===== config.mk =====
export PLATFORM = sky130hd
export DESIGN_NAME = multicycle_seq_ctrl
export DESIGN_NICKNAME = d
export VERILOG_FILES = /design/src/rtl/multicycle_seq_ctrl.sv
export SDC_FILE = /design/constraint.sdc
export NUM_CORES = 1
export LEC_CHECK = 0
export ABC_AREA = 1
export CAP_MARGIN = 40
export CORE_MARGIN = 4
export CORE_UTILIZATION = 49
export CTS_CLUSTER_DIAMETER = 30
export DETAILED_ROUTE_END_ITERATION = 6
export HOLD_SLACK_MARGIN = 0.06
export PLACE_DENSITY = 0.94
export SYNTH_ARGS = -nofsm -noshare
export SYNTH_HDL_FRONTEND = slang
export SYNTH_SLANG_ARGS = --single-unit

===== constraint.sdc =====
create_clock -name clk -period 5.2 [get_ports clk]
set_clock_uncertainty 0.15 [all_clocks]
set_input_delay 1.04 -clock clk [delete_from_list [all_inputs] [get_ports clk]]
set_output_delay 1.04 -clock clk [all_outputs]
set_load 0.05 [all_outputs]

===== src/rtl/multicycle_seq_ctrl.sv =====
// Multi-cycle FETCH/DECODE/EXEC/MEM/WB sequencer for the 16-bit datapath.
// Ports: clk, rstn (async low), start; imem req/ack/rdata + instr_addr;
//   dmem req/we/ack; alu_zero; PC_select/Jump_addr; Source2_select,
//   ALU_out_Select, Immediate_Addr, Rreg_Sig1/2, Wreg_Sig, wreg_en, OPCODE;
//   busy/halted/illegal.  Optional RETIRE_CNT_EN adds retire_cnt[15:0].
module multicycle_seq_ctrl #(
    parameter int unsigned     PC_W     = 8,
    parameter logic [PC_W-1:0] RESET_PC = '0
) (
    input  logic            clk,
    input  logic            rstn,
    input  logic            start,
    output logic            imem_req,
    input  logic            imem_ack,
    input  logic [15:0]     imem_rdata,
    output logic [PC_W-1:0] instr_addr,
    output logic            dmem_req,
    output logic            dmem_we,
    input  logic            dmem_ack,
    input  logic            alu_zero,
    output logic            PC_select,
    output logic [PC_W-1:0] Jump_addr,
    output logic            Source2_select,
    output logic            ALU_out_Select,
    output logic [5:0]      Immediate_Addr,
    output logic [2:0]      Rreg_Sig1,
    output logic [2:0]      Rreg_Sig2,
    output logic [2:0]      Wreg_Sig,
    output logic            wreg_en,
    output logic [3:0]      OPCODE,
    output logic            busy,
    output logic            halted,
    output logic            illegal
`ifdef RETIRE_CNT_EN
    ,
    output logic [15:0]     retire_cnt
`endif
);

    typedef enum logic [2:0] {
        S_IDLE,
        S_FETCH,
        S_DECODE,
        S_EXEC,
        S_MEM,
        S_WB,
        S_HALT
    } state_t;

    state_t          r_state;
    state_t          w_next;
    logic [PC_W-1:0] r_pc;
    logic [15:0]     r_ir;
    logic            r_illegal;

    logic [3:0]      w_op;
    logic            w_is_alu;
    logic            w_is_ld;
    logic            w_is_st;
    logic            w_is_jmp;
    logic            w_is_beq;
    logic            w_is_halt;
    logic            w_is_ill;
    logic            w_taken;
    logic            w_retire;
    logic            w_restart;
    logic [PC_W-1:0] w_pc_inc;
    logic [PC_W-1:0] w_imm_sx;
    logic [PC_W-1:0] w_br_tgt;
    logic [PC_W-1:0] w_jmp_tgt;

    assign w_op      = r_ir[15:12];
    assign w_is_alu  = (w_op >= 4'h1) && (w_op <= 4'h5);
    assign w_is_ld   = (w_op == 4'h6);
    assign w_is_st   = (w_op == 4'h7);
    assign w_is_jmp  = (w_op == 4'h8);
    assign w_is_beq  = (w_op == 4'h9);
    assign w_is_halt = (w_op == 4'hF);
    assign w_is_ill  = (w_op >= 4'hA) && (w_op <= 4'hE);

    assign w_pc_inc  = r_pc + PC_W'(1);
    assign w_imm_sx  = {{(PC_W-6){r_ir[5]}}, r_ir[5:0]};
    assign w_br_tgt  = w_pc_inc + w_imm_sx;
    assign w_jmp_tgt = PC_W'(r_ir[7:0]);
    assign w_taken   = w_is_jmp | (w_is_beq & alu_zero);

    // Target is only meaningful for JMP/BEQ; zero otherwise.
    assign Jump_addr = w_is_jmp ? w_jmp_tgt :
                       w_is_beq ? w_br_tgt  : '0;

    assign w_restart = start &&
                       ((r_state == S_IDLE) || (r_state == S_HALT));

    assign instr_addr     = r_pc;
    assign OPCODE         = w_op;
    assign Wreg_Sig       = r_ir[11:9];
    assign Rreg_Sig1      = r_ir[8:6];
    assign Rreg_Sig2      = r_ir[5:3];
    assign Immediate_Addr = r_ir[5:0];
    // ADDI and LD/ST address generation all take the immediate.
    assign Source2_select = (w_op == 4'h5) | w_is_ld | w_is_st;
    assign ALU_out_Select = w_is_ld;
    assign busy           = (r_state != S_IDLE) && (r_state != S_HALT);
    assign halted         = (r_state == S_HALT);
    assign illegal        = r_illegal;

    always_comb begin
        w_next    = r_state;
        w_retire  = 1'b0;
        imem_req  = 1'b0;
        dmem_req  = 1'b0;
        dmem_we   = 1'b0;
        wreg_en   = 1'b0;
        PC_select = 1'b0;
        unique case (r_state)
            S_IDLE: begin
                if (start) w_next = S_FETCH;
            end
            S_FETCH: begin
                imem_req = 1'b1;
                if (imem_ack) w_next = S_DECODE;
            end
            S_DECODE: begin
                w_next = S_EXEC;
            end
            S_EXEC: begin
                PC_select = w_taken;
                if (w_is_alu) begin
                    w_next = S_WB;
                end else if (w_is_ld || w_is_st) begin
                    w_next = S_MEM;
                end else begin
                    w_retire = 1'b1;
                    w_next   = w_is_halt ? S_HALT : S_FETCH;
                end
            end
            S_MEM: begin
                dmem_req = 1'b1;
                dmem_we  = w_is_st;
                if (dmem_ack) begin
                    w_next   = w_is_ld ? S_WB : S_FETCH;
                    w_retire = w_is_st;
                end
            end
            S_WB: begin
                wreg_en  = 1'b1;
                w_retire = 1'b1;
                w_next   = S_FETCH;
            end
            S_HALT: begin
                if (start) w_next = S_FETCH;
            end
            default: begin
                w_next = S_IDLE;
            end
        endcase
    end

    always_ff @(posedge clk or negedge rstn) begin
        if (!rstn) begin
            r_state   <= S_IDLE;
            r_pc      <= RESET_PC;
            r_ir      <= 16'h0000;
            r_illegal <= 1'b0;
        end else begin
            r_state <= w_next;
            // PC moves only when the instruction's final state retires.
            if (w_restart)
                r_pc <= RESET_PC;
            else if (w_retire)
                r_pc <= PC_select ? Jump_addr : w_pc_inc;
            if (imem_req && imem_ack)
                r_ir <= imem_rdata;
            if (w_restart)
                r_illegal <= 1'b0;
            else if ((r_state == S_EXEC) && w_is_ill)
                r_illegal <= 1'b1;
        end
    end

`ifdef RETIRE_CNT_EN
    logic [15:0] r_retire;

    always_ff @(posedge clk or negedge rstn) begin
        if (!rstn)
            r_retire <= 16'h0000;
        else if (w_restart)
            r_retire <= 16'h0000;
        else if (w_retire && (r_retire != 16'hFFFF))
            r_retire <= r_retire + 16'd1;
    end

    assign retire_cnt = r_retire;
`endif

endmodule


==> results.sh <==
export IMPL_via_per_inst=5.31
export IMPL_cp_max_fo=6
export IMPL_max_clock_freq_ghz=0.221
export IMPL_grt_max_degree=29
export IMPL_wl_per_cell_um=13.5
export IMPL_min_delay_path_class="reg2reg"
export IMPL_worstSetupStartpointType="flip-flop"
export IMPL_grt_pass1_wl_mm=8.47
export IMPL_rows=22
export IMPL_vias=2018
export IMPL_root_buffer="clkbuf_8"
export IMPL_gp_congestion=0.932
export IMPL_finalHoldViolations=0
export IMPL_synth_area_leader_cell="dfrtp_1"
export IMPL_slew_violations=0
export IMPL_drc=0
export IMPL_cts_max_level=1
export IMPL_fill_cells=301
export IMPL_grt_use_total_pct=20.4
export IMPL_area_growth_pct=38.1
export IMPL_worstSetupEndpointType="output port"
export IMPL_status="complete, no violations"
export IMPL_firstDrtPassIters=6
export IMPL_cp_arrival_ps=3340
export IMPL_io_buffer_count=66
export IMPL_gr_total_overflow=0
export IMPL_hpwl_mm=3.98
export IMPL_core_area_um2=3740
export IMPL_syn_area_um2=1940
export IMPL_grt_pass1_vias=1881
export IMPL_die_area_um2=5030
export IMPL_ios=67
export IMPL_finalSetupViolations=0
export IMPL_syn_inst=267
export IMPL_cp_data_required_time_ps=4010
export IMPL_drive_above_1_share_pct=4.82
export IMPL_rsz0062_at_grt="false"
export IMPL_fin_nets=365
export IMPL_synth_edf_count=0
export IMPL_postRouteAntennaNets=0
export IMPL_postCtsSetupBuffers=0
export IMPL_start_util_pct=51.8
export IMPL_ff_latch_area_um2=701
export IMPL_timing_final_crit_share_pct=87.1
export IMPL_cts_buffers=3
export IMPL_fin_crit_ps=4530
export IMPL_cts_tree="done"
export IMPL_max_slew_worst_pin_slew_ps=860
export IMPL_relSlewSlack_pct=42.5
export IMPL_die_w_um=70.9
export IMPL_ys_warn_count=0
export IMPL_diodes=0
export IMPL_fin_setup_tns_ps=0
export IMPL_maxCapViolCount=0
export IMPL_clk_latency_ps=280
export IMPL_cts_sinks=28
export IMPL_drt_iter0_drc=259
export IMPL_antenna_found_initial=0
export IMPL_synth_top_area_share_pct=36.1
export IMPL_syn_avg_cell_area_um2=7.26
export IMPL_ys_flop_type="dfrtp_1"
export IMPL_cts_buffer_depth=2
export IMPL_synthArstFlopShare_pct=100
export IMPL_ctsResizeCount=0
export IMPL_synth_distinct_cells=31
export IMPL_criticalPathCategory="reg2out"
export IMPL_drt_total_wl_mm=5.14
export IMPL_cts_reportedPaths_clkPinSlew_ps=100
export IMPL_yosysMostFrequentCell="nand2_1"
export IMPL_multi_input_area_um2=1040
export IMPL_syn_nets=298
export IMPL_holdBufCountCts=0
export IMPL_synth_commonest_cells="nand2_1, inv_1, nor2_1"
export IMPL_ys_ff_latch=28
export IMPL_ys_top_cells_by_area="dfrtp_1, nand2_1, inv_1"
export IMPL_die_height_um=70.9
export IMPL_ys_seq_area_share_pct=36.1
-- per-stage QoR --
stage | worst slack [ps] | util, % | instance area, um2 | hold WS [ps] | cells
floorplan | 1250 | - | 1940 | 427 | 267
global placement | 1060 | 70.5 | 2640 | 339 | 377
detailed placement | 1010 | 70.5 | 2640 | 347 | 377
CTS | 683 | 71.6 | 2680 | 368 | 380
global route | 309 | 71.6 | 2680 | 381 | 380
finish | 669 | 71.6 | 2680 | 363 | 380
-- cell usage in the layout, fill, tap and decap left out --
cell type,synthesis,final
xor2_1,4,4
o22ai_1,6,6
nand2_4,1,1
clkbuf_8,0,3
o211ai_1,1,1
nor2_1,31,31
nand4_1,3,3
a21oi_1,16,16
nand3_2,1,1
buf_4,3,1
a21oi_4,1,1
nand2_1,55,55
dfrtp_1,28,28
fa_1,1,1
o21ai_0,19,19
nor4_1,1,1
ha_1,8,8
nor3_4,1,1
clkdlybuf4s50_1,0,66
a211oi_1,1,1
a31oi_1,2,2
nor3_1,4,4
nand3_1,20,20
inv_1,44,44
o221ai_1,1,1
nand2_2,1,1
a21o_1,1,1
o21bai_1,1,1
o31ai_1,2,2
o21a_1,1,1
or2_2,1,1
mux2_2,6,6
-- worst paths after layout --
check / start / end / slack, ps / cells after the start
setup / recovery: instr_addr[0]$_DFFE_PN0P_ / Jump_addr[5] / 670 / 13
hold / removal: r_ir[9]$_DFFE_PN0P_ / r_ir[9]$_DFFE_PN0P_ / 360 / 1
setup reg to reg: instr_addr[0]$_DFFE_PN0P_ / instr_addr[5]$_DFFE_PN0P_ / 2480 / 14
hold reg to reg: r_ir[9]$_DFFE_PN0P_ / r_ir[9]$_DFFE_PN0P_ / 360 / 1
max in group asynchronous: rstn / instr_addr[6]$_DFFE_PN0P_ / 3620 / 2
min in group asynchronous: rstn / r_ir[15]$_DFFE_PN0P_ / 1000 / 2
-- layer usage --
| layer | share of wire (%) | wire length (um) | global-route usage [%] |
|---|---|---|---|
| met3 | 7.9 | 406 | 4.26 |
| met2 | 48 | 2460 | 32.9 |
| met1 | 44 | 2250 | 28.2 |
| met4 | 0.51 | 26 | 4.59 |
| met5 | 0 | 0 | 0 |
-- layout make-up --
cell class	count	area share, %
repair buffers	67	24.9
multi-input cells	190	39.0
clock buffers	3	1.54
inverters	44	6.17
flip-flops and latches	28	26.2
well taps	48	2.24
-- kinds of logic (layout without fill, tap and decap cells) --
group           count (synthesis)  count (layout)  synth area share [%]
flops                          28              28                  36.1
mux                             6               6                  3.48
fa+ha+maj                       9               9                  6.19
simple gates                  119             119                  26.7
compound gates                 52              52                  15.6
xor+xnor                        4               4                  1.81
buf+inv                        49             114                  10.1
-- critical path, cell delays in order (launching register included) --
cell and delay (ps):
dfrtp_1 420, inv_1 90, nor2_1 320, xor2_1 170, inv_1 80, ha_1 370
nand2_1 100, inv_1 80, nand3_1 60, o21ai_0 230, or2_2 150, nand3_1 90
nand2_1 90, clkdlybuf4s50_1 790
-- registers in the layout, indices dropped and copies added, names as in the netlist --
| name | cells |
|---|---|
| r_state | 3 |
| r_ir | 16 |
| illegal | 1 |
| instr_addr | 8 |
Power is not shown: default switching activity piles up to over one toggle a cycle in this logic, so the estimate is an artifact.
